===== src/rtl/riscv_pkg.sv =====
// Shared RV32I pipeline definitions: word type, reset/bubble constants,
// the IF/ID register load actions and the sequential-PC helper.
package riscv_pkg;

    localparam int XLEN = 32;

    typedef logic [XLEN-1:0] word_t;

    // Bubble instruction (addi x0,x0,0) and the default reset fetch address.
    localparam word_t RV_NOP_INSTR = 32'h0000_0013;
    localparam word_t RV_RESET_PC  = 32'h0000_0000;

    // What the IF/ID register does on the coming rising edge.
    typedef enum logic [1:0] {
        IFID_HOLD    = 2'd0,
        IFID_BUBBLE  = 2'd1,
        IFID_CAPTURE = 2'd2
    } ifid_action_e;

    // Sequential next PC; wraps modulo 2^32 with no flag.
    function automatic word_t pc_plus_4_of(input word_t pc_in);
        return pc_in + 32'd4;
    endfunction

endpackage


===== src/rtl/if_stage_if.sv =====
// Instruction-memory request/response bus between the fetch stage (master)
// and the instruction memory (slave).
interface if_stage_if;
    import riscv_pkg::*;

    word_t imem_addr;
    logic  imem_req;
    word_t imem_rdata;
    logic  imem_ready;

    modport master (
        output imem_addr,
        output imem_req,
        input  imem_rdata,
        input  imem_ready
    );

    modport slave (
        input  imem_addr,
        input  imem_req,
        output imem_rdata,
        output imem_ready
    );

endinterface


===== src/rtl/if_pc_reg.sv =====
// Fetch program counter with its next-PC priority selection.
// A redirect from execute beats both the hazard-unit stall and a memory
// stall; otherwise the PC holds on either stall and steps by 4.
module if_pc_reg
    import riscv_pkg::*;
#(
    parameter word_t RESET_PC = RV_RESET_PC
) (
    input  logic  clk,
    input  logic  reset,
    input  logic  stall_f,
    input  logic  pc_src_e,
    input  word_t pc_target_e,
    input  logic  imem_ready,
    output word_t pc_f
);

    word_t pc_d;
    word_t pc_q;

    // Next-PC selection: redirect, then hold on any stall, else sequential.
    always_comb begin
        pc_d = pc_q;
        if (pc_src_e) begin
            pc_d = pc_target_e;
        end else if (stall_f || !imem_ready) begin
            pc_d = pc_q;
        end else begin
            pc_d = pc_plus_4_of(pc_q);
        end
    end

    // PC register; reset wins over every other request.
    always_ff @(posedge clk) begin
        if (reset) begin
            pc_q <= RESET_PC;
        end else begin
            pc_q <= pc_d;
        end
    end

    assign pc_f = pc_q;

endmodule


===== src/rtl/if_stage.sv =====
// Instruction-fetch stage of the 5-stage RV32I pipeline: owns the PC,
// drives the instruction-memory request and holds the IF/ID register.
// Optional build macro IF_PERF_CNT_EN adds fetch_count/bubble_count
// performance counters; without it those ports and registers are absent.
module if_stage
    import riscv_pkg::*;
#(
    parameter word_t RESET_PC  = RV_RESET_PC,
    parameter word_t NOP_INSTR = RV_NOP_INSTR
) (
    input  logic       clk,
    input  logic       reset,
    input  logic       stall_f,
    input  logic       stall_d,
    input  logic       flush_d,
    input  logic       pc_src_e,
    input  word_t      pc_target_e,
    if_stage_if.master imem,
    output word_t      pc_f,
    output word_t      instruction,
    output word_t      pc,
    output word_t      pc_plus_4,
    output logic       valid_d
`ifdef IF_PERF_CNT_EN
    ,
    output word_t      fetch_count,
    output word_t      bubble_count
`endif
);

    ifid_action_e ifid_action;

    word_t ifid_instr_d;
    word_t ifid_instr_q;
    word_t ifid_pc_d;
    word_t ifid_pc_q;
    word_t ifid_pc4_d;
    word_t ifid_pc4_q;
    logic  ifid_valid_d;
    logic  ifid_valid_q;

    if_pc_reg #(
        .RESET_PC (RESET_PC)
    ) u_pc_reg (
        .clk         (clk),
        .reset       (reset),
        .stall_f     (stall_f),
        .pc_src_e    (pc_src_e),
        .pc_target_e (pc_target_e),
        .imem_ready  (imem.imem_ready),
        .pc_f        (pc_f)
    );

    assign imem.imem_addr = pc_f;
    assign imem.imem_req  = ~reset;

    // IF/ID action: flush beats stall, a missing memory word becomes a bubble.
    // A redirect without flush still captures; squashing is the hazard unit's call.
    always_comb begin
        ifid_action = IFID_CAPTURE;
        if (flush_d) begin
            ifid_action = IFID_BUBBLE;
        end else if (stall_d) begin
            ifid_action = IFID_HOLD;
        end else if (!imem.imem_ready) begin
            ifid_action = IFID_BUBBLE;
        end
    end

    // IF/ID next values; a bubble keeps the old pc/pc_plus_4 and only clears the payload.
    always_comb begin
        ifid_instr_d = ifid_instr_q;
        ifid_pc_d    = ifid_pc_q;
        ifid_pc4_d   = ifid_pc4_q;
        ifid_valid_d = ifid_valid_q;
        case (ifid_action)
            IFID_BUBBLE: begin
                ifid_instr_d = NOP_INSTR;
                ifid_valid_d = 1'b0;
            end
            IFID_CAPTURE: begin
                ifid_instr_d = imem.imem_rdata;
                ifid_pc_d    = pc_f;
                ifid_pc4_d   = pc_plus_4_of(pc_f);
                ifid_valid_d = 1'b1;
            end
            default: begin
            end
        endcase
    end

    // IF/ID pipeline register; reset loads a bubble with zeroed pcs.
    always_ff @(posedge clk) begin
        if (reset) begin
            ifid_instr_q <= NOP_INSTR;
            ifid_pc_q    <= '0;
            ifid_pc4_q   <= '0;
            ifid_valid_q <= 1'b0;
        end else begin
            ifid_instr_q <= ifid_instr_d;
            ifid_pc_q    <= ifid_pc_d;
            ifid_pc4_q   <= ifid_pc4_d;
            ifid_valid_q <= ifid_valid_d;
        end
    end

    assign instruction = ifid_instr_q;
    assign pc          = ifid_pc_q;
    assign pc_plus_4   = ifid_pc4_q;
    assign valid_d     = ifid_valid_q;

`ifdef IF_PERF_CNT_EN
    word_t fetch_cnt_d;
    word_t fetch_cnt_q;
    word_t bubble_cnt_d;
    word_t bubble_cnt_q;

    // Counters follow the IF/ID action, so both hold while decode is stalled.
    always_comb begin
        fetch_cnt_d  = fetch_cnt_q;
        bubble_cnt_d = bubble_cnt_q;
        if (ifid_action == IFID_CAPTURE) begin
            fetch_cnt_d = fetch_cnt_q + 32'd1;
        end
        if (ifid_action == IFID_BUBBLE) begin
            bubble_cnt_d = bubble_cnt_q + 32'd1;
        end
    end

    // Counter registers; wrap silently at 2^32.
    always_ff @(posedge clk) begin
        if (reset) begin
            fetch_cnt_q  <= '0;
            bubble_cnt_q <= '0;
        end else begin
            fetch_cnt_q  <= fetch_cnt_d;
            bubble_cnt_q <= bubble_cnt_d;
        end
    end

    assign fetch_count  = fetch_cnt_q;
    assign bubble_count = bubble_cnt_q;
`endif

endmodule


===== src/flat_wrapper.sv =====
// flat-port wrapper written by rule: the top's interface ports become plain ports
module if_stage_flat import riscv_pkg::*;
#(
    parameter word_t RESET_PC  = RV_RESET_PC,
    parameter word_t NOP_INSTR = RV_NOP_INSTR
)
  (clk, reset, stall_f, stall_d, flush_d, pc_src_e, pc_target_e, pc_f, instruction, pc, pc_plus_4, valid_d, imem_imem_addr, imem_imem_req, imem_imem_rdata, imem_imem_ready);
  if_stage_if imem_i ();
  input  logic clk;
  input  logic reset;
  input  logic stall_f;
  input  logic stall_d;
  input  logic flush_d;
  input  logic pc_src_e;
  input  word_t pc_target_e;
  output word_t pc_f;
  output word_t instruction;
  output word_t pc;
  output word_t pc_plus_4;
  output logic valid_d;
  output wire logic [$bits(imem_i.imem_addr)-1:0] imem_imem_addr;
  output wire logic [$bits(imem_i.imem_req)-1:0] imem_imem_req;
  input wire logic [$bits(imem_i.imem_rdata)-1:0] imem_imem_rdata;
  input wire logic [$bits(imem_i.imem_ready)-1:0] imem_imem_ready;
  assign imem_imem_addr = imem_i.imem_addr;
  assign imem_imem_req = imem_i.imem_req;
  assign imem_i.imem_rdata = imem_imem_rdata;
  assign imem_i.imem_ready = imem_imem_ready;
  if_stage #(.RESET_PC(RESET_PC), .NOP_INSTR(NOP_INSTR)) u_core (.clk(clk), .reset(reset), .stall_f(stall_f), .stall_d(stall_d), .flush_d(flush_d), .pc_src_e(pc_src_e), .pc_target_e(pc_target_e), .imem(imem_i), .pc_f(pc_f), .instruction(instruction), .pc(pc), .pc_plus_4(pc_plus_4), .valid_d(valid_d));
endmodule

===== config.mk =====
export PLATFORM = sky130hd
export DESIGN_NAME = if_stage_flat
export DESIGN_NICKNAME = d
export VERILOG_FILES = /design/src/rtl/riscv_pkg.sv /design/src/rtl/if_stage_if.sv /design/src/rtl/if_pc_reg.sv /design/src/rtl/if_stage.sv /design/src/flat_wrapper.sv
export SDC_FILE = /design/constraint.sdc
export NUM_CORES = 1
export LEC_CHECK = 0
export ABC_AREA = 1
export BUFFER_PORTS_ARGS = -buffer_cell sky130_fd_sc_hd__clkbuf_2
export CAP_MARGIN = 20
export CORE_ASPECT_RATIO = 1.5
export CORE_MARGIN = 2
export CORE_UTILIZATION = 50
export CTS_BUF_LIST = sky130_fd_sc_hd__clkbuf_8
export CTS_CLUSTER_DIAMETER = 200
export DETAILED_ROUTE_END_ITERATION = 10
export GPL_TIMING_DRIVEN = 0
export PLACE_DENSITY = 0.87
export SLEW_MARGIN = 20
export SYNTH_ARGS = -nofsm -noshare
export SYNTH_HDL_FRONTEND = slang
export SYNTH_HIERARCHICAL = 1
export SYNTH_SLANG_ARGS = --single-unit

===== constraint.sdc =====
create_clock -name clk -period 3.8 [get_ports clk]
set_input_delay 0.19 -clock clk [delete_from_list [all_inputs] [get_ports clk]]
set_output_delay 0.19 -clock clk [all_outputs]
set_load 0.02 [all_outputs]

---- Word-level counts from Yosys, hierarchy flattened ----
Cells that the tools add are included.
Widths: inputs -> output; s select.
operators by class
  add/sub/neg operators ................... 1
  eq/ne operators ......................... 3
  muxes and demuxes ....................... 7
  bitwise operators ....................... 1
  reductions and logical operators ........ 3
operator list
  cell                   number
  $mux 32                2
  $pmux 32 s2            1
  $add 32x3->32 const B  1
  $mux 2                 3
  $eq 2x1->1 const B     1
  $eq 2x2->1 const B     1
  $ne 2x2->1 const B     1
  $pmux 1 s2             1
  $reduce_bool 2->1      1
  $logic_not 1->1        1
  $logic_or 1x1->1       1
  $not 1->1              1
word-level totals
  register bits after elaboration ......... 129
  bits of input ports ..................... 71
  output and inout port bits .............. 162
  logic and storage cells ................. 20

---- Depth between registers and ports, before layout ----
  depth in word-level cells ............... 5
  depth in mapped cells ................... 10

---- Hierarchy ----
Netlist, hierarchy kept.
by module, submodules not included
  module     instances  cells each  area an instance (um^2)
  if_stage   1          649         4464.3
  if_pc_reg  1          373         2250.9

---- Least setup slack after synthesis ----
Ideal clock, no wire load.
  path kind ............................... register to register
  start point ............................. reg u_core.u_pc_reg.pc_q[3] (netlist: u_core/u_pc_reg/pc_f[3])
  end point ............................... reg u_core.u_pc_reg.pc_q[22] (netlist: u_core/u_pc_reg/pc_f[22])
  setup time .............................. 131 ps
  data arrival time ....................... 1484 ps
  data required time ...................... 3669 ps
  setup slack ............................. 2186 ps
  cell stages (with the launch flop) ...... 9
  buffers on the path ..................... 0
  period minus slack after synthesis ...... 1614 ps
  path through ............................ dfxtp_1 -> ha_1 -> nand2_1 -> nor2_4 -> nand2_4 -> nor2_4 -> nand3_1 -> nand3_1 -> a21oi_2
between the ends
  word-level cells in the longest chain between the ends .. 3
ends and longest elaborated chain
  what                    line             RTL
  from (decl)             if_pc_reg.sv:19  word_t pc_q;
  from (signal assigned)  if_pc_reg.sv:38  pc_q <= pc_d;
  $add 32x3->32           riscv_pkg.sv:22  return pc_in + 32'd4;
  $mux 32                 if_pc_reg.sv:26  end else if (stall_f || !imem_ready) begin
  $mux 32                 if_pc_reg.sv:24  if (pc_src_e) begin
Every way passes these cells. The select of a mux whose other input is x is not followed.
A chain may end at the register's enable or synchronous reset.

---- Worst setup path after layout ----
  start point ............................. reg u_core.u_pc_reg.pc_q[2] (netlist: u_core/u_pc_reg/pc_f[2])
  end point ............................... reg u_core.ifid_pc4_q[26] (netlist: u_core/pc_plus_4[26])
between the ends
  word-level cells in the longest chain between the ends .. 1
ends and longest elaborated chain
  what                  line             RTL
  $add 32x3->32         riscv_pkg.sv:22
  to (signal assigned)  if_stage.sv:102  ifid_pc4_q <= ifid_pc4_d;
  to (decl)             if_stage.sv:38   word_t ifid_pc4_q;
Every way passes these cells.

==> reports/summary.txt <==
HP Class = in -> reg
Max frequency = 545 MHz
GP Congestion = 1.01
Worst setup SP type = flop
Post-DR wirelength/cell = 15.9 um
Area growth, synth to finish = 31.8%
Post-place setup slack = 2.01 ns
Die W = 98.6 um
Resized cells post-CTS = 0
Top cells by area, synth = dfxtp_1, nand2_1, nor2_1, inv_1, a21oi_1
Nets = 1386
Worst R2R End = u_core/pc_plus_4[26]
Mapped Area = 6720 um^2
Most common cell in the netlist = nand2_1
Area occupied by multi-input gates = 3300 um^2
Hold Path Depth = 3
ANT nets after route = 0
H-tree levels = 4
Synth Flop Type = dfxtp_1
Final Core Density = 67.6%
Detail Placement HPWL = 16600 um
Static leakage = 4.08 nW
# fillers = 1082
Initial antenna violation count = 0
Fin Setup TNS = 0 ns
Final WL = 23700 um
Period Utilization, post-route = 48.3%
FP Rows = 51
Clk_skew = 0.0165 ns
All-layer global routing usage = 32.2%
Final hold vios = 0
Final max-slew violation count = 0
Rel. slew slack = 56.3%
Num CTS Buffers = 17
Synth Register Bits = 127
Vias in the first global route = 7817
Post-route setup slack = 1.96 ns
Final setup fails = 0
CP max FO = 9
Die area = 14400 um^2
Core Region = 13100 um^2
CTS Root Cell = clkbuf_8
Hold Crit Start = pc_target_e[7]
Count of cell types in the netlist = 35
Min cycle time layout = 1.84 ns
Worst slew pin tran = 0.656 ns
Post-synthesis area per instance = 6.57 um^2
CP arrival = 2.19 ns
Peak VDD IR = 0.224 mV
Cell count after synthesis = 1022
Share of the synthesized area in the top cell type = 37.9%
ANT cells = 0
IO Pins = 233
Seq/Total Area, Yosys = 37.9%
Register Area = 2540 um^2
Net Count, Synth = 1096
Commonest cells post-synth = nand2_1, nor2_1, dfxtp_1
Die H = 146 um
Unrepaired setup endpoints after global routing = false
Initial core utilization = 51.3%
CTS Sinks = 127
R2r worst-path depth = 10
Max Cap Viol = 0
Share of layout cells above drive strength 1 = 26.8%
Ys Warns = 6
Status = completed
# port buffers = 231
Global route total overflow = 0
Hold Path End = u_core/u_pc_reg/pc_f[7]
CTS tree = done
R2R setup slack = 1.96 ns
Drt drc = 0
1st-pass router iterations = 6
Pwr/cell area = 342 nW/um^2
Max clock buf depth = 2
Vias = 7931
Drt via density = 5.34
Asr flop ratio synth = 0%
Wire length of the first global-routing pass = 37400 um
Largest net degree at the start of global routing = 17
EDFF count, synth = 0
Clk Latency, worst-skew pair = 0.45 ns
RR Startpoint = u_core/u_pc_reg/pc_f[2]
Crit end category = flop
Initial drt markers = 479
Worst EP required = 4.15 ns
Clock transition at path regs = 0.08 ns
CP Class = reg -> reg
Synth area leader = dfxtp_1
cell families (layout without fill, tap and decap cells):
| group | after synthesis | in the layout | synth area share [%] |
|---|---|---|---|
| adders and majority gates | 3 | 3 | 0.559 |
| xor gates and xnor gates | 13 | 13 | 1.70 |
| buffers and inverters | 190 | 493 | 13.1 |
| and+or+nand+nor | 510 | 510 | 32.9 |
| AOI/OAI and AO/OA | 179 | 179 | 14.0 |
| DFF | 127 | 127 | 37.9 |
critical path, cell delays in order, from the launching register on:
cell	delay, ns
dfxtp_1	0.55
ha_1	0.28
nand2_1	0.12
nor2_4	0.22
nand2_2	0.13
inv_1	0.12
nand2_1	0.07
nand2_1	0.06
nand3_1	0.09
nand2_1	0.07
inv_1	0.03
layout make-up:
| cell class | count | share of cell area, % |
|---|---|---|
| Sequential cell | 127 | 28.7 |
| Buffer | 74 | 4.99 |
| Clock inverter | 15 | 1.63 |
| Clock buffer | 17 | 2.64 |
| Tap cell | 159 | 2.25 |
| Multi-Input combinational cell | 705 | 37.2 |
| Inverter | 116 | 4.92 |
| Timing Repair Buffer | 271 | 17.6 |
state kept, by name, indices dropped and copies added (netlist names):
register	flops
u_core/valid_d	1
u_core/pc	32
u_core/u_pc_reg/pc_f	32
u_core/instruction	32
u_core/pc_plus_4	30
through the flow:
stage	total power, W	area, um^2	hold slack (ns)	instances
6_report	0.00303	8850	0.0187	1484
3_5_place_dp	0.00190	8070	0.411	1412
4_1_cts	0.00303	8850	0.00799	1484
5_1_grt	0.00315	8850	0.0206	1484
2_1_floorplan	0.00172	6720	0.317	1022
3_3_place_gp	0.00189	8070	0.409	1412
placed cells by master, fill, tap and decap left out, types with 4 or more instances in the layout:
master,Yosys,final
clkbuf_8,0,17
clkbuf_2,0,231
a31oi_1,7,7
inv_1,111,111
a21oi_2,4,4
dfxtp_1,127,127
nor2_1,130,130
o21ai_1,6,6
nand2_4,4,4
dlygate4sd3_1,0,40
clkbuf_1,21,21
inv_2,4,4
nand3_1,64,64
nor2_4,14,14
nor2_2,8,8
inv_6,0,6
a21oi_1,80,80
nand2_1,274,274
o21ai_0,74,74
buf_2,11,11
buf_4,38,38
nand2_2,5,5
xnor2_1,4,4
xor2_1,9,9
where the power goes:
part           switching (W)  internal (W)
registers          0.0000792       0.00137
logic               0.000278      0.000183
clock network       0.000631      0.000483
total               0.000988       0.00204
repair_timing:
| item | in CTS | in global routing |
|---|---|---|
| setup endpoints to repair | 0 | 0 |
| hold buffers | 40 | 0 |
| setup buffers | 0 | 0 |
| hold endpoints to repair | 40 | 0 |
how the worst max path moves through the flow:
stage	from	end	slack, ns	cells after the start
global route	u_core/u_pc_reg/pc_f[11]	u_core/pc_plus_4[22]	1.79	9
global placement	u_core/u_pc_reg/pc_f[2]	u_core/pc_plus_4[26]	2.05	10
CTS	u_core/u_pc_reg/pc_f[3]	u_core/pc_plus_4[26]	1.98	10
floorplan	u_core/u_pc_reg/pc_f[3]	u_core/u_pc_reg/pc_f[22]	2.19	8
detailed placement	u_core/u_pc_reg/pc_f[3]	u_core/pc_plus_4[26]	2.01	10
finish	u_core/u_pc_reg/pc_f[2]	u_core/pc_plus_4[26]	1.96	10
metal layers:
layer / track usage [%] / part of all wire (%) / vias up
met5: 0 / 0 / -
met3: 5.86 / 6.9 / 108
met2: 58.1 / 51 / 418
met4: 21.6 / 6.1 / 0
met1: 33.2 / 36 / 3627
li1: - / - / 3778
No activity file was read; power rests on OpenSTA's default activity.
